<file path="src/rtl/l5q1d_pkg.sv">
// Shared constants and a reference function for the l5q1d add/sub slice.
// Latency: n/a (package). Backpressure: n/a.
// Contents: default operand width, add/sub mode encodings, addsub_ref() golden function.
package l5q1d_pkg;

  localparam int WIDTH_DEF = 3;

  localparam logic MODE_ADD = 1'b1;
  localparam logic MODE_SUB = 1'b0;

  // Returns {carry/not-borrow, sum} at the default width.
  function automatic logic [WIDTH_DEF:0] addsub_ref(
    input logic [WIDTH_DEF-1:0] a,
    input logic [WIDTH_DEF-1:0] b,
    input logic                 c_in,
    input logic                 add
  );
    logic [WIDTH_DEF-1:0] b_sel;
    b_sel = (add == MODE_ADD) ? b : ~b;
    return {1'b0, a} + {1'b0, b_sel} + (WIDTH_DEF+1)'(c_in);
  endfunction

endpackage

</file>
<file path="src/rtl/l5q1d_if.sv">
// Operand/result bundle for the registered adder/subtractor.
// Latency: n/a (wires only). Backpressure: none, results stream every cycle.
// Ports: add, c_in, a, b driven by master; s, c_out (and ovf when L5Q1D_OVF_EN) driven by slave.
interface l5q1d_if #(
  parameter int WIDTH = 3
);
  logic             add;
  logic             c_in;
  logic [WIDTH-1:0] a;
  logic [WIDTH-1:0] b;
  logic [WIDTH-1:0] s;
  logic             c_out;
`ifdef L5Q1D_OVF_EN
  logic             ovf;
`endif

`ifdef L5Q1D_OVF_EN
  modport master (output add, c_in, a, b, input s, c_out, ovf);
  modport slave  (input add, c_in, a, b, output s, c_out, ovf);
`else
  modport master (output add, c_in, a, b, input s, c_out);
  modport slave  (input add, c_in, a, b, output s, c_out);
`endif

endinterface

</file>
<file path="src/rtl/l5q1d_full_adder.sv">
// One-bit full adder cell, chained into a ripple adder by the top level.
// Latency: combinational. Backpressure: none.
// Ports: a_i, b_i, c_i inputs; s_o sum, c_o carry out.
module l5q1d_full_adder (
  input  logic a_i,
  input  logic b_i,
  input  logic c_i,
  output logic s_o,
  output logic c_o
);

  assign s_o = a_i ^ b_i ^ c_i;
  assign c_o = (a_i & b_i) | (c_i & (a_i ^ b_i));

endmodule

</file>
<file path="src/rtl/l5q1d_addsub.sv">
// Registered WIDTH-bit two's-complement adder/subtractor with carry-in/carry-out.
// Latency: 1 cycle, new result every cycle. Backpressure: none (no enable, no handshake).
// Ports: clk, rst_n (async active-low), bus (l5q1d_if.slave: add, c_in, a, b -> s, c_out).
// Optional: define L5Q1D_OVF_EN to add registered signed-overflow output bus.ovf.
module l5q1d_addsub
  import l5q1d_pkg::*;
#(
  parameter int WIDTH = WIDTH_DEF
) (
  input  logic    clk,
  input  logic    rst_n,
  l5q1d_if.slave  bus
);

  logic [WIDTH-1:0] b_x;
  logic [WIDTH:0]   carry;
  logic [WIDTH-1:0] sum;

  logic [WIDTH-1:0] s_d, s_q;
  logic             c_out_d, c_out_q;

  // Subtract is a + ~b + c_in, so each b bit is inverted when not adding.
  assign b_x      = bus.b ^ {WIDTH{bus.add != MODE_ADD}};
  assign carry[0] = bus.c_in;

  for (genvar i = 0; i < WIDTH; i++) begin : g_cell
    l5q1d_full_adder u_fa (
      .a_i (bus.a[i]),
      .b_i (b_x[i]),
      .c_i (carry[i]),
      .s_o (sum[i]),
      .c_o (carry[i+1])
    );
  end

  always_comb begin
    s_d     = sum;
    c_out_d = carry[WIDTH];
  end

  always_ff @(posedge clk or negedge rst_n) begin
    if (!rst_n) begin
      s_q     <= '0;
      c_out_q <= 1'b0;
    end else begin
      s_q     <= s_d;
      c_out_q <= c_out_d;
    end
  end

  assign bus.s     = s_q;
  assign bus.c_out = c_out_q;

`ifdef L5Q1D_OVF_EN
  logic ovf_d, ovf_q;

  // Signed overflow: carry into the MSB disagrees with carry out of it.
  always_comb begin
    ovf_d = carry[WIDTH] ^ carry[WIDTH-1];
  end

  always_ff @(posedge clk or negedge rst_n) begin
    if (!rst_n) begin
      ovf_q <= 1'b0;
    end else begin
      ovf_q <= ovf_d;
    end
  end

  assign bus.ovf = ovf_q;
`endif

endmodule

</file>
<file path="src/flat_wrapper.sv">
// flat-port wrapper written by rule: the top's interface ports become plain ports
module l5q1d_addsub_flat import l5q1d_pkg::*;
#(
  parameter int WIDTH = WIDTH_DEF
)
  (clk, rst_n, bus_add, bus_c_in, bus_a, bus_b, bus_s, bus_c_out);
  l5q1d_if #(.WIDTH(WIDTH)) bus_i ();
  input  logic clk;
  input  logic rst_n;
  input wire logic [$bits(bus_i.add)-1:0] bus_add;
  input wire logic [$bits(bus_i.c_in)-1:0] bus_c_in;
  input wire logic [$bits(bus_i.a)-1:0] bus_a;
  input wire logic [$bits(bus_i.b)-1:0] bus_b;
  output wire logic [$bits(bus_i.s)-1:0] bus_s;
  output wire logic [$bits(bus_i.c_out)-1:0] bus_c_out;
  assign bus_i.add = bus_add;
  assign bus_i.c_in = bus_c_in;
  assign bus_i.a = bus_a;
  assign bus_i.b = bus_b;
  assign bus_s = bus_i.s;
  assign bus_c_out = bus_i.c_out;
  l5q1d_addsub #(.WIDTH(WIDTH)) u_core (.clk(clk), .rst_n(rst_n), .bus(bus_i));
endmodule
</file>
<file path="config.mk">
export PLATFORM = sky130hd
export DESIGN_NAME = l5q1d_addsub_flat
export DESIGN_NICKNAME = d
export VERILOG_FILES = /design/src/rtl/l5q1d_pkg.sv /design/src/rtl/l5q1d_if.sv /design/src/rtl/l5q1d_full_adder.sv /design/src/rtl/l5q1d_addsub.sv /design/src/flat_wrapper.sv
export SDC_FILE = /design/constraint.sdc
export NUM_CORES = 1
export LEC_CHECK = 0
export BUFFER_PORTS_ARGS = -buffer_cell sky130_fd_sc_hd__clkbuf_2
export CORE_AREA = 2 2 39 41
export CTS_CLUSTER_DIAMETER = 50
export DETAILED_ROUTE_END_ITERATION = 8
export DIE_AREA = 0 0 41 43
export PLACE_DENSITY = 0.39
export SYNTH_ARGS = -nofsm -noshare
export SYNTH_HDL_FRONTEND = slang
export SYNTH_SLANG_ARGS = --single-unit
</file>
<file path="constraint.sdc">
create_clock -name clk -period 0.9 [get_ports clk]
set_input_delay 0.045 -clock clk [delete_from_list [all_inputs] [get_ports clk]]
set_output_delay 0.045 -clock clk [all_outputs]
set_load 0.01 [all_outputs]
</file>
# [After elaboration in Yosys (flattened, before gate mapping)]
# Index checks and enable logic that the tools add are counted.
[word_totals] regBits=4 in_bits=10 output_inout_bits=4 elab_cells=19
[classes] bitwise=17
[ops] op="1-bit bitwise AND" n=6
[ops] op="1-bit bitwise XOR" n=6
[ops] op="1-bit OR" n=3
[ops] op="3-bit bitwise XOR" n=1
[ops] op="1-bit NOT" n=1

# [Depth between registers and ports, before layout]
[logic_depth] ltp_word=9 mapped_depth=6 ltp_nobuf=6

# [Hierarchy]
# A second synthesis with hierarchy kept.
[hier_totals] hier_cells=10 hier_area_um2=186.4
[by_module_without_submodules] module="l5q1d_addsub" n_inst=1 cells_each=7 area_each_um2=126.4 seq_area_each_um2=100.1
[by_module_without_submodules] module="l5q1d_full_adder" n_inst=3 cells_each=1 area_each_um2=20.0 seq_area_each_um2=0.0

# [Least setup slack after synthesis]
# Ideal clock, no wire load.
[synth_path] path_type="input -> register" start="in bus_add" end="reg u_core.s_q[2] (netlist: u_core.bus.s[2])" setup_time_ns=0.136 arrival_ns=1.222 t_required_ns=0.764 path_slack_ns=-0.458 path_stages=6 n_path_buf=0 path_cell_list="xnor2_1 -> fa_1 -> inv_1 -> fa_1 -> inv_1 -> fa_1"
[synth_between] elab_chain_len=8 elab_cells_between_ends=12 classes_between="12 x bitwise"
[synth_rtl] element="start: declaration" line_no="flat_wrapper.sv:10" rtl="input wire logic [$bits(bus_i.add)-1:0] bus_add;"
[synth_rtl] element="1-bit NOT *" line_no="l5q1d_addsub.sv:23" rtl="assign b_x = bus.b ^ {WIDTH{bus.add != MODE_ADD}};"
[synth_rtl] element="3-bit bitwise XOR *" line_no="l5q1d_addsub.sv:23"
[synth_rtl] element="1-bit bitwise XOR" line_no="l5q1d_full_adder.sv:13" rtl="assign c_o = (a_i & b_i) | (c_i & (a_i ^ b_i));"
[synth_rtl] element="1-bit bitwise AND" line_no="l5q1d_full_adder.sv:13"
[synth_rtl] element="1-bit OR" line_no="l5q1d_full_adder.sv:13"
[synth_rtl] element="1-bit bitwise AND" line_no="l5q1d_full_adder.sv:13"
[synth_rtl] element="1-bit OR" line_no="l5q1d_full_adder.sv:13"
[synth_rtl] element="1-bit bitwise XOR *" line_no="l5q1d_full_adder.sv:12" rtl="assign s_o = a_i ^ b_i ^ c_i;"
[synth_rtl] element="named net u_core.g_cell[2].u_fa.s_o" line_no="l5q1d_full_adder.sv:8" rtl="output logic s_o,"
[synth_rtl] element="end signal: assignment" line_no="l5q1d_addsub.sv:43" rtl="s_q <= '0;"
[synth_rtl] element="end signal: assignment" line_no="l5q1d_addsub.sv:46" rtl="s_q <= s_d;"
[synth_rtl] element="end: declaration" line_no="l5q1d_addsub.sv:19" rtl="logic [WIDTH-1:0] s_d, s_q;"
# The timed path passes the listed nets; every way through them passes the cells marked *.

# [Worst setup path in the final report]
[layout_path] start="in bus_b[0]" end="reg u_core.s_q[2] (netlist: u_core.bus.s[2])"
[layout_between] elab_chain_len=7 elab_cells_between_ends=8 classes_between="8 x bitwise"
[layout_rtl] element="start: declaration" line_no="flat_wrapper.sv:13" rtl="input wire logic [$bits(bus_i.b)-1:0] bus_b;"
[layout_rtl] element="3-bit bitwise XOR *" line_no="l5q1d_addsub.sv:23"
[layout_rtl] element="1-bit bitwise XOR" line_no="l5q1d_full_adder.sv:13"
[layout_rtl] element="1-bit bitwise AND" line_no="l5q1d_full_adder.sv:13"
[layout_rtl] element="1-bit OR *" line_no="l5q1d_full_adder.sv:13"
[layout_rtl] element="1-bit bitwise AND *" line_no="l5q1d_full_adder.sv:13"
[layout_rtl] element="1-bit OR *" line_no="l5q1d_full_adder.sv:13"
[layout_rtl] element="1-bit bitwise XOR *" line_no="l5q1d_full_adder.sv:12"
[layout_rtl] element="named net u_core.g_cell[2].u_fa.s_o" line_no="l5q1d_full_adder.sv:8"
# Marked as above.

==> flow_summary.ini <==
[global_routing]
grtUsageMet2 = 0.07500
met3_usage = 0.02094
grt_pass1_wl_um = 552
grt_max_degree = 5
grt.total_usage = 0.05258
top_usage_layer = met4
gr-total-overflow = 0
antenna_found_initial = 0
grt_pass1_vias = 175
use_met1 = 0.03947

[clock_tree]
cts_tree = done
clk_path_buf_depth = 2
clk_pin_slew_worst_paths_ns = 0.04
cts.htree.levels = 1
cts_buffers = 3
cts-root-buf = clkbuf_4
clock-sinks = 4
cts_setup_buffers = 0

[logic_synthesis]
synth.distinct_cells = 5
netlist_instances = 14
synth_edf_count = 0
synth-seq-area-share = 0.4969
yosys-top-cells-count = dfrtp_1, inv_1, fa_1
syn_nets = 27
synth_top_area_share = 0.4969
synth-seq-cells = 4
avgSynthCellArea_um2 = 14.39
ys_warn_count = 0
mappedNetlistArea_um2 = 201.4
yosysTopAreaCell = dfrtp_1
synth-main-ff-cell = dfrtp_1
synthTopCellsByArea = dfrtp_1, fa_1, xnor2_1
async_flop_share = 1.000

[power]
peakVddDrop_uv = 462.1
power_leakage_nw = 0.1829
design_power_total_w = 0.0006299
p_comb_frac = 0.293
clkPwrFrac = 0.344
pwr-share-seq = 0.364
switchingPower_w = 0.0001651
sw_frac_of_total = 0.2621
p_int_w = 0.0004648
powerDensity_mw_per_mm2 = 1689

[cells_and_area]
antenna_cells = 0
nets = 47
fin_util = 0.2694
drive_above_1_share = 0.7500
area_growth_pct = 85.09
final_cell_area_um2 = 372.9

[sta]
relSlewSlack = 0.8504
final-hold-violation-count = 0
finalSetupViolCount = 3
min_period_over_period = 1.383
drv_slew = 0
final.min_clock_period_ns = 1.245
max_freq_mhz = 803.5
finalWorstSetupSlack_ns = -0.3446
rsz0062_at_grt = true
tightest_slew_ns = 0.2228

[worst_setup_path]
cp_data_arrival_time_ns = 1.35
critPathLaunchType = primary input
crit_path_start = bus_b[0]
critPathCaptureType = flip-flop
crit_type = primary input to flip-flop
cp_max_fo = 1
crit_required_ns = 1.00

[drt]
ant_nets = 0
wire_per_inst_um = 8.375
drt_iter0_markers = 0
vias_per_cell = 3.250
dr.pass1.iters = 1
drc_errors = 0
vias = 156
finalWirelength_um = 402

[outcome]
status = finished with violations
violations = negative setup slack

[die]
core_area_mm2 = 0.001384
die_y_um = 43
die_x_um = 41
ioPinCount = 14
start_util = 0.1456
core.rowCount = 14
dieArea_mm2 = 0.001763

[job]
maxCapViolCount = 0

[placement]
placed_cell_area_um2 = 317.8
portBuffers = 13
gp_congestion = 0.5676

[min_path]
min_from = bus_c_in
hold_class = primary input to flip-flop
-- power groups by stage --
stage	registers, W	logic (W)	clock network [W]
finish	0.000229	0.000184	0.000216
global route	0.000231	0.000204	0.000237
CTS	0.000230	0.000182	0.000231
detailed placement	0.000232	0.000170	0
global placement	0.000229	0.000164	0
floorplan	0.000254	0.0000562	0
-- logic make-up (layout without fill, tap and decap cells) --
family / Yosys count / count (layout) / synth area share
XOR/XNOR: 3 / 3 / 0.1305
adder cells (fa/ha/maj): 3 / 3 / 0.2981
flip-flops: 4 / 4 / 0.4969
buffers and inverters: 4 / 22 / 0.07451
-- final timing paths --
| path | endpoint | slack [ns] | depth (start not counted) |
|---|---|---|---|
| setup / recovery | u_core.bus.s[2] | -0.34 | 7 |
| max in group asynchronous | u_core.bus.s[0] | 0.63 | 2 |
| hold / removal | u_core.bus.s[0] | 0.13 | 2 |
| min in group asynchronous | u_core.bus.s[1] | 0.15 | 2 |
-- metrics by stage --
stage	hold slack [ns]	worst slack (ns)	TNS (ns)	instances
detailed placement	-0.1472	-0.6320	-1.578	44
floorplan	-0.2506	-0.4096	-0.8974	14
finish	0.1338	-0.3446	-0.6296	48
global route	0.1320	-0.3804	-0.7083	48
CTS	0.1083	-0.3667	-0.7859	48
global placement	-0.1500	-0.6029	-1.500	44
-- layer usage --
metal	wire length (µm)	up-vias
li1	-	74
met1	117	69
met2	213	13
met3	71	0
met4	0	0
met5	0	-
-- timing repair --
item | CTS | global route
setup endpoints to repair | 3 | 3
hold endpoints to repair | 4 | 0
gates resized for setup | 3 | 4
hold buffers | 1 | 0
pin swaps | 2 | 1
-- sequential cells by signal, summed over array words and instances (netlist names) --
register	count
u_core.bus.c_out	1
u_core.bus.s	3
-- cell type report --
cell class                 instances  area [µm²]
timing repair buffer              15       102.6
clock buffer                       3       22.52
multi-input combinational          6       112.6
fill                             143        1011
inverter                           4       15.01
sequential                         4       100.1
tap                               16       20.02
-- cell usage in the layout (no fill, tap or decap), drive strengths merged --
| cell type | n |
|---|---|
| buf | 3 |
| clkbuf | 14 |
| dfrtp | 4 |
| dlygate4sd3 | 1 |
| fa | 3 |
| inv | 4 |
| xnor2 | 2 |
| xor2 | 1 |
-- worst max-delay path, cell delays in order --
cell,delay [ns]
buf_8,0.10
xnor2_4,0.15
fa_2,0.21
inv_2,0.04
fa_2,0.33
inv_2,0.06
fa_2,0.41
Note: power is estimated with default switching activity, not from simulation.
